File: config.mk
export PLATFORM = sky130hd
export DESIGN_NAME = pc_fetch_unit
export DESIGN_NICKNAME = d
export VERILOG_FILES = /design/src/rtl/pc_fetch_unit_pkg.sv /design/src/rtl/next_pc_select.sv /design/src/rtl/pc_fetch_unit.sv
export SDC_FILE = /design/constraint.sdc
export NUM_CORES = 1
export LEC_CHECK = 0
export CORE_ASPECT_RATIO = 0.7
export CORE_MARGIN = 4
export CORE_UTILIZATION = 35
export DETAILED_ROUTE_END_ITERATION = 7
export PLACE_DENSITY = 0.67
export SYNTH_ARGS = -nofsm -noshare
export SYNTH_HDL_FRONTEND = slang
export SYNTH_SLANG_ARGS = --single-unit
File: constraint.sdc
create_clock -name clock -period 5.3 [get_ports clock]
set_input_delay 0.53 -clock clock [delete_from_list [all_inputs] [get_ports clock]]
set_output_delay 0.53 -clock clock [all_outputs]
set_load 0.02 [all_outputs]
File: src/rtl/pc_fetch_unit_pkg.sv
// Shared encodings for the PC fetch unit: next-PC selector codes, fetch FSM
// states and the default reset vector.
package pc_fetch_unit_pkg;

  localparam logic [1:0] PC_SEL_PLUS4  = 2'b00;
  localparam logic [1:0] PC_SEL_BRANCH = 2'b01;
  localparam logic [1:0] PC_SEL_JALR   = 2'b10;

  localparam logic [63:0] DEFAULT_RESET_VECTOR = 64'h0000_0000_0040_0000;

  typedef enum logic [1:0] {
    ST_REQ   = 2'b00,
    ST_WAIT  = 2'b01,
    ST_HOLD  = 2'b10,
    ST_FAULT = 2'b11
  } fetch_state_e;

endpackage

File: src/rtl/next_pc_select.sv
// Combinational next-PC mux: PC+4, branch target or JALR target with bit 0
// cleared, plus the 4-byte misalignment flag (no compressed instructions).
module next_pc_select
  import pc_fetch_unit_pkg::*;
#(
  parameter int unsigned XLEN = 64
) (
  input  logic [XLEN-1:0] pc,
  input  logic [1:0]      pc_sel,
  input  logic [XLEN-1:0] branch_target,
  input  logic [XLEN-1:0] jalr_target,
  output logic [XLEN-1:0] next_pc,
  output logic            misaligned
);

  logic [XLEN-1:0] jalr_masked;

  always_comb begin
    jalr_masked = jalr_target & ~XLEN'(1);
    case (pc_sel)
      PC_SEL_BRANCH: next_pc = branch_target;
      PC_SEL_JALR:   next_pc = jalr_masked;
      default:       next_pc = pc + XLEN'(4);
    endcase
    misaligned = next_pc[1];
  end

endmodule

File: src/rtl/pc_fetch_unit.sv
// Architectural PC owner: issues instruction fetches over a valid/ready
// channel, holds the fetched instruction for decode and applies redirects.
module pc_fetch_unit
  import pc_fetch_unit_pkg::*;
#(
  parameter int unsigned     XLEN         = 64,
  parameter logic [XLEN-1:0] RESET_VECTOR = XLEN'(DEFAULT_RESET_VECTOR)
) (
  input  logic            clock,
  input  logic            reset,
  input  logic [1:0]      pc_sel,
  input  logic            pc_sel_valid,
  input  logic [XLEN-1:0] branch_target,
  input  logic [XLEN-1:0] jalr_target,
  input  logic            trap_en,
  input  logic [XLEN-1:0] trap_vector,
  output logic            imem_req_valid,
  input  logic            imem_req_ready,
  output logic [XLEN-1:0] imem_req_addr,
  input  logic            imem_resp_valid,
  input  logic [31:0]     imem_resp_data,
  output logic            inst_valid,
  output logic [31:0]     inst,
  output logic [XLEN-1:0] inst_pc,
  output logic            fetch_fault,
  output logic [XLEN-1:0] fault_addr
);

  fetch_state_e    state_q, state_d;
  logic [XLEN-1:0] pc_q, pc_d;
  logic [31:0]     inst_q, inst_d;
  logic [XLEN-1:0] inst_pc_q, inst_pc_d;
  logic            inst_valid_q, inst_valid_d;
  logic            fetch_fault_q, fetch_fault_d;
  logic [XLEN-1:0] fault_addr_q, fault_addr_d;
  logic            kill_q, kill_d;

  logic [XLEN-1:0] next_pc;
  logic            next_misaligned;
  logic [XLEN-1:0] trap_pc;
  logic            req_fire;

  next_pc_select #(
    .XLEN (XLEN)
  ) u_next_pc_select (
    .pc            (pc_q),
    .pc_sel        (pc_sel),
    .branch_target (branch_target),
    .jalr_target   (jalr_target),
    .next_pc       (next_pc),
    .misaligned    (next_misaligned)
  );

  assign trap_pc  = trap_vector & ~XLEN'(3);
  assign req_fire = imem_req_valid && imem_req_ready;

  // State register
  always_ff @(posedge clock or negedge reset) begin
    if (!reset) begin
      state_q <= ST_REQ;
    end else begin
      state_q <= state_d;
    end
  end

  // Next-state logic; trap_en outranks retirement in every state
  always_comb begin
    state_d = state_q;
    case (state_q)
      ST_REQ: begin
        if (req_fire) begin
          state_d = ST_WAIT;
        end
      end
      ST_WAIT: begin
        if (imem_resp_valid) begin
          state_d = (kill_q || trap_en) ? ST_REQ : ST_HOLD;
        end
      end
      ST_HOLD: begin
        if (trap_en) begin
          state_d = ST_REQ;
        end else if (pc_sel_valid) begin
          state_d = next_misaligned ? ST_FAULT : ST_REQ;
        end
      end
      ST_FAULT: begin
        if (trap_en) begin
          state_d = ST_REQ;
        end
      end
      default: state_d = ST_REQ;
    endcase
  end

  // Datapath next values
  always_comb begin
    pc_d          = pc_q;
    inst_d        = inst_q;
    inst_pc_d     = inst_pc_q;
    inst_valid_d  = inst_valid_q;
    fetch_fault_d = fetch_fault_q;
    fault_addr_d  = fault_addr_q;
    kill_d        = kill_q;

    if (trap_en) begin
      pc_d          = trap_pc;
      inst_valid_d  = 1'b0;
      fetch_fault_d = 1'b0;
      // A request already in flight must have its response squashed
      if (state_q == ST_REQ && req_fire) begin
        kill_d = 1'b1;
      end else if (state_q == ST_WAIT) begin
        kill_d = !imem_resp_valid;
      end
    end else begin
      case (state_q)
        ST_WAIT: begin
          if (imem_resp_valid) begin
            if (kill_q) begin
              kill_d = 1'b0;
            end else begin
              inst_d       = imem_resp_data;
              inst_pc_d    = pc_q;
              inst_valid_d = 1'b1;
            end
          end
        end
        ST_HOLD: begin
          if (pc_sel_valid) begin
            inst_valid_d = 1'b0;
            if (next_misaligned) begin
              fetch_fault_d = 1'b1;
              fault_addr_d  = next_pc;
            end else begin
              pc_d = next_pc;
            end
          end
        end
        default: ;
      endcase
    end
  end

  always_ff @(posedge clock or negedge reset) begin
    if (!reset) begin
      pc_q          <= RESET_VECTOR;
      inst_q        <= '0;
      inst_pc_q     <= '0;
      inst_valid_q  <= 1'b0;
      fetch_fault_q <= 1'b0;
      fault_addr_q  <= '0;
      kill_q        <= 1'b0;
    end else begin
      pc_q          <= pc_d;
      inst_q        <= inst_d;
      inst_pc_q     <= inst_pc_d;
      inst_valid_q  <= inst_valid_d;
      fetch_fault_q <= fetch_fault_d;
      fault_addr_q  <= fault_addr_d;
      kill_q        <= kill_d;
    end
  end

  // Outputs; the request is gated by reset because the FSM rests in REQ
  always_comb begin
    imem_req_valid = reset && (state_q == ST_REQ);
    imem_req_addr  = pc_q;
    inst_valid     = inst_valid_q;
    inst           = inst_q;
    inst_pc        = inst_pc_q;
    fetch_fault    = fetch_fault_q;
    fault_addr     = fault_addr_q;
  end

endmodule

==> impl_metrics.py <==
metrics = {
    "drt": {
        "via_per_inst": 5.69,
        "top_layer": "met5",
        "wl_microns": 51300,
        "first_pass_iters": 7,
        "vias": 11331,
        "wl_met3_microns": 5580,
        "wl_per_cell_microns": 25.7,
        "drc": 0,
        "drt-initial-drc-count": 1072,
        "antenna_left": 0,
        "wl_met2_microns": 22300,
        "met1Wirelength_microns": 22400,
    },
    "worst_setup_path": {
        "cpMaxStageDelayCell": "clkdlybuf4s50_1",
        "crit_path_end_kind": "primary output",
        "critPathMaxStageDelay_ns": 0.75,
        "cp_cell_sequence": "dlygate4sd3_1, buf_8, nor3b_1, clkdlybuf4s50_1",
        "cpLargestDelayFamily": "buffers and inverters",
        "crit_arrival_ns": 2.83,
        "cp_data_required_time_ns": 4.77,
        "cp-start-kind": "input pin",
        "path_max_fanout": 84,
        "crit_buf_inv": 3,
        "crit_type": "in2out",
    },
    "placed_design": {
        "place_hpwl_microns": 38200,
        "globalplace.congestion": 0.966,
        "port_buffers": 453,
        "place_area_sq_mm": 0.0165,
    },
    "synthesis": {
        "synth-main-ff-cell": "dfrtp_1",
        "yosys_warnings": 0,
        "synthDistinctLibCells": 70,
        "synth-seq-area-share_pct": 49.1,
        "yosys-top-cells-area": "dfrtp_1 (49%), mux2_2 (9.7%), nand2_1 (4.1%)",
        "synth_top_cell_area_share_pct": 48.8,
        "synth_edf_count": 0,
        "syn_avg_cell_area_sq_um": 10.2,
        "synth-seq-cells": 227,
        "synth.largest_area_cell": "dfrtp_1",
        "synthArstFlopShare_pct": 100,
        "synthCells": 1133,
        "synth_area_sq_mm": 0.0116,
    },
    "clock_network": {
        "h-tree-depth": 1,
        "cts_sinks": 227,
        "tritoncts": "done",
        "cts_resized": 0,
        "path_clk_slew_ns": 0.06,
        "clock-root-buffer": "clkbuf_16",
        "cts_hold_buf": 1,
        "cts_buffers": 26,
        "cts_setup_buffers": 0,
        "insertion_delay_ns": 0.55,
        "clockBufferDepth": 3,
    },
    "final_layout": {
        "multiInputGateArea_sq_mm": 0.00552,
        "fin_nets": 1773,
        "drive_gt1_share_pct": 11.8,
        "syn2layout_area_growth_pct": 50.6,
        "ff_latch_area_sq_mm": 0.00568,
        "fill_cells": 2895,
        "post-route-util_pct": 53.7,
        "final_cell_area_sq_mm": 0.0174,
    },
    "floorplan": {
        "die_h_microns": 160,
        "fp.dieArea_sq_mm": 0.0361,
        "io_pins": 459,
        "initial_core_util_pct": 35.6,
        "rows": 55,
        "die_w_microns": 225,
        "core_sq_mm": 0.0325,
    },
    "sta": {
        "final.min_clock_period_ns": 3.36,
        "rsz0062_at_grt": "no",
        "finalMaxSlewViolations": 0,
        "fin_setup_tns_ns": 0,
        "fmax_mhz": 298,
        "setup_viol": 0,
        "hold_ws_ns": 0.367,
        "finClkSkew_ns": 0.00977,
        "worstMarginPinSlew_ns": 1.23,
        "finalCritPeriodShare_pct": 63.4,
        "slew_headroom_pct": 18.1,
        "hold_violations": 0,
    },
    "pwr": {
        "power.leakage_nw": 6.91,
        "peakVddDrop_v": 0.000320,
        "powerDensity_mw_per_mm2": 425,
    },
    "global_routing": {
        "grt_usage_pct": 27.1,
        "grt_pass1_wl_microns": 74400,
        "grt_overflow_total": 0,
        "antenna_found_initial": 10,
        "grt_pass1_vias": 11110,
        "grt_max_degree": 146,
    },
    "status": {
        "outcome": "completed",
    },
    "worst_hold_path": {
        "hold_class": "in2reg",
    },
    "flow_run": {
        "cap_violations": 0,
    },
}
kinds of logic (layout without fill, tap and decap cells):
| logic type | after synthesis | count (layout) | share of synthesized area (%) |
|---|---|---|---|
| AOI/OAI and AO/OA | 320 | 320 | 19.2 |
| xor gates and xnor gates | 36 | 36 | 2.72 |
| adders and majority gates | 3 | 3 | 0.324 |
| buffers and inverters | 105 | 528 | 3.65 |
| DFF | 227 | 227 | 49.1 |
| muxes | 105 | 105 | 10.2 |
| other | 1 | 11 | 0.0324 |
| and+or+nand+nor | 336 | 336 | 14.8 |
final cells by class:
class                      count  share of cell area [%]
clock inverter                13                   0.983
sequential                   227                    32.6
antenna                        9                   0.129
multi-input combinational    802                    31.7
timing repair buffer         468                    26.9
clock buffer                  34                    4.37
inverter                      13                   0.280
tap                          427                    3.06
registers in the layout, indices dropped and copies added (netlist names):
signal,cells
kill_q,1
inst_pc,63
imem_req_addr,63
inst,32
fault_addr,64
state_q,2
fetch_fault,1
inst_valid,1
power by group:
group	total, mW	leakage, nW	switching (mW)	internal [mW]
Clock	1.97	0.465	0.767	1.20
Combinational	2.83	3.58	1.41	1.42
Sequential	2.60	2.86	0.383	2.22
path summary, 6_finish.rpt:
check                                       from                end  slack [ns]  depth (start not counted)
worst max-delay path                       reset     imem_req_valid        1.94                          4
worst min-delay path                     trap_en         state_q[1]        0.37                          2
worst max register to register  imem_req_addr[4]  imem_req_addr[63]        2.34                          6
worst min register to register    fault_addr[17]     fault_addr[17]        0.48                          2
max in group asynchronous                  reset            inst[5]        3.39                          3
min in group asynchronous                  reset  imem_req_addr[52]        0.56                          2
through the flow:
step	power (mW)	cells	setup WS (ns)
global route	7.74	1992	1.81
CTS	7.46	1984	1.91
detailed placement	5.46	1936	1.46
global placement	5.40	1936	1.54
floorplan	3.90	1134	2.86
finish	7.40	1993	1.94
placed cells by master, fill, tap and decap left out, types with 12 or more instances in the layout:
cell type        count
nor2_1              41
nand2_1            126
inv_1               12
mux2_2             100
o21ai_0             63
clkbuf_16           27
o31ai_1             26
nor3_1              18
buf_4               12
a211oi_1            20
a21oi_1             62
nand3_1             38
a221oi_1            51
a2bb2oi_1           12
xor2_1              20
dfrtp_1            226
clkdlybuf4s50_1    451
a211o_1             17
and4_1              15
xnor2_1             16
and3_1              28
nand4_1             24
Yosys cell counts, drive strengths merged, types with 8 or more instances:
| library cell | n |
|---|---|
| dfrtp | 226 |
| nand2 | 127 |
| mux2 | 100 |
| clkbuf | 67 |
| o21ai | 67 |
| a21oi | 63 |
| a221oi | 51 |
| nor2 | 43 |
| nand3 | 41 |
| and3 | 28 |
| o31ai | 26 |
| buf | 25 |
| nand4 | 25 |
| a211oi | 20 |
| xor2 | 20 |
| nor3 | 19 |
| a211o | 17 |
| xnor2 | 16 |
| and4 | 15 |
| nor4 | 14 |
| a2bb2oi | 12 |
| inv | 12 |
| a31oi | 11 |
| a221o | 9 |
| a22oi | 8 |
per-layer routing:
layer	up-vias	global-route usage (%)
li1	5099	-
met1	5656	38.7
met2	510	39.7
met3	64	9.32
met4	2	6.26
met5	-	0
No activity file was read; power rests on OpenSTA's default activity.
==> RTL change: new RTL, same flow settings <==
`XLEN` is set to 64 in 2 places; all go to 128.
--- a/src/rtl/next_pc_select.sv
+++ b/src/rtl/next_pc_select.sv
@@ -4,5 +4,5 @@
   import pc_fetch_unit_pkg::*;
 #(
-  parameter int unsigned XLEN = 64
+  parameter int unsigned XLEN = 128
 ) (
   input  logic [XLEN-1:0] pc,
--- a/src/rtl/pc_fetch_unit.sv
+++ b/src/rtl/pc_fetch_unit.sv
@@ -4,5 +4,5 @@
   import pc_fetch_unit_pkg::*;
 #(
-  parameter int unsigned     XLEN         = 64,
+  parameter int unsigned     XLEN         = 128,
   parameter logic [XLEN-1:0] RESET_VECTOR = XLEN'(DEFAULT_RESET_VECTOR)
 ) (
Ports: changed (6 resized); port bits go from 459 to 843. No check against the original RTL was run, so the function may have changed too.
==> RTL change against the original RTL <==
Synthesized area rose by 83%. Sequential cell count rose by 192. Worst setup slack got worse by 610 ps. Power rose by 76%. Cell area rose by 83%. Via count rose by 95%. Clock power rose by 70%. Wire length rose by 110%.
==> RTL change: results (changes against the original RTL) <==
critical_path:
  cp_slowest_cell: "o41ai_1"  # was clkdlybuf4s50_1
  crit_family: "simple AND/OR/NAND/NOR gates"  # was buffers and inverters
  crit_start: "imem_req_addr[78]"  # was reset
  cp.arrival_ps: 4460  # was 2830 ps
cells_and_area:
  n_antenna_cell: 23  # was 9
  buffer_area_share_pct: 27.52  # was 26.90%
  n_all_inverters: 22  # was 13
  largest_register_ffs: 128  # was 64
  sh_seq_area_pct: 32.84  # was 32.59%
logic_synthesis:
  synth_cell_types: 68  # was 70
  synth-adder-area-share_pct: 0.1776  # was 0.3242%
  yosys-top-cells-area: "dfrtp_1 49%, mux2_2 7.7%, nand2_1 3.4%, clkbuf_1 2.8%, a21oi_1 2.8%"  # was dfrtp_1 49%, mux2_2 9.7%, nand2_1 4.1%, a221oi_1 3.9%, o21ai_0 2.8%
  syn_inst: 2111  # was 1133
  yosysSeqAreaShare_pct: 49.62  # was 49.08%
grt:
  grt_pass1_wl_um: 153500  # was 74370 um
power:
  power_clock_mw: 3.34  # was 1.97 mW
  leakagePower_nw: 12.70  # was 6.909 nW
  power_density_nw_per_um2: 407.6  # was 424.5 nW/um^2
sta:
  hold_ws_ps: 457.4  # was 366.8 ps
  max_slew_margin_pct: 28.75  # was 18.11%
routing:
  firstDrtPassIters: 8  # was 7
  vias: 22131  # was 11331
  drt-total-wl_um: 108900  # was 51310 um
placement:
  io_buffers: 837  # was 453
  dp.cells: 3611  # was 1936
status:
  status: "completed"  # unchanged
RTL change: changes by cell type after synthesis, sizes merged, moves of 39 or more:
cell and change:
nor2 +65, o22ai +51, o21ai +105, a222oi +40
nand4 +39, mux2 +48, nand2 +67, nor4 +39
xor2 +40, a21oi +56, dfrtp +192, clkbuf +92
RTL change: what timing repair did:
item | 4_1_cts | 5_1_grt
hold endpoints to repair | 65 | 0
hold buffers | 1 | 0
gates resized for setup | 0 | 0
RTL change: routing by layer:
metal | routed length, um | track usage, % | vias to the layer above
met4 | 3662 | 12.11 | 12
met5 | 75 | 0 | -
li1 | - | - | 9460
met1 | 42450 | 41.74 | 11128
met3 | 10830 | 8.441 | 213
met2 | 51870 | 52.19 | 1318
RTL change: logic make-up (layout without fill, tap and decap cells):
kind of cell               Yosys count  in the layout
xor gates and xnor gates           104            104
AOI/OAI and AO/OA                  605            605
and+or+nand+nor                    612            612
other                                1             25
muxes                              158            158
adders and majority gates            3              3
buffers and inverters              209            986
DFF                                419            419
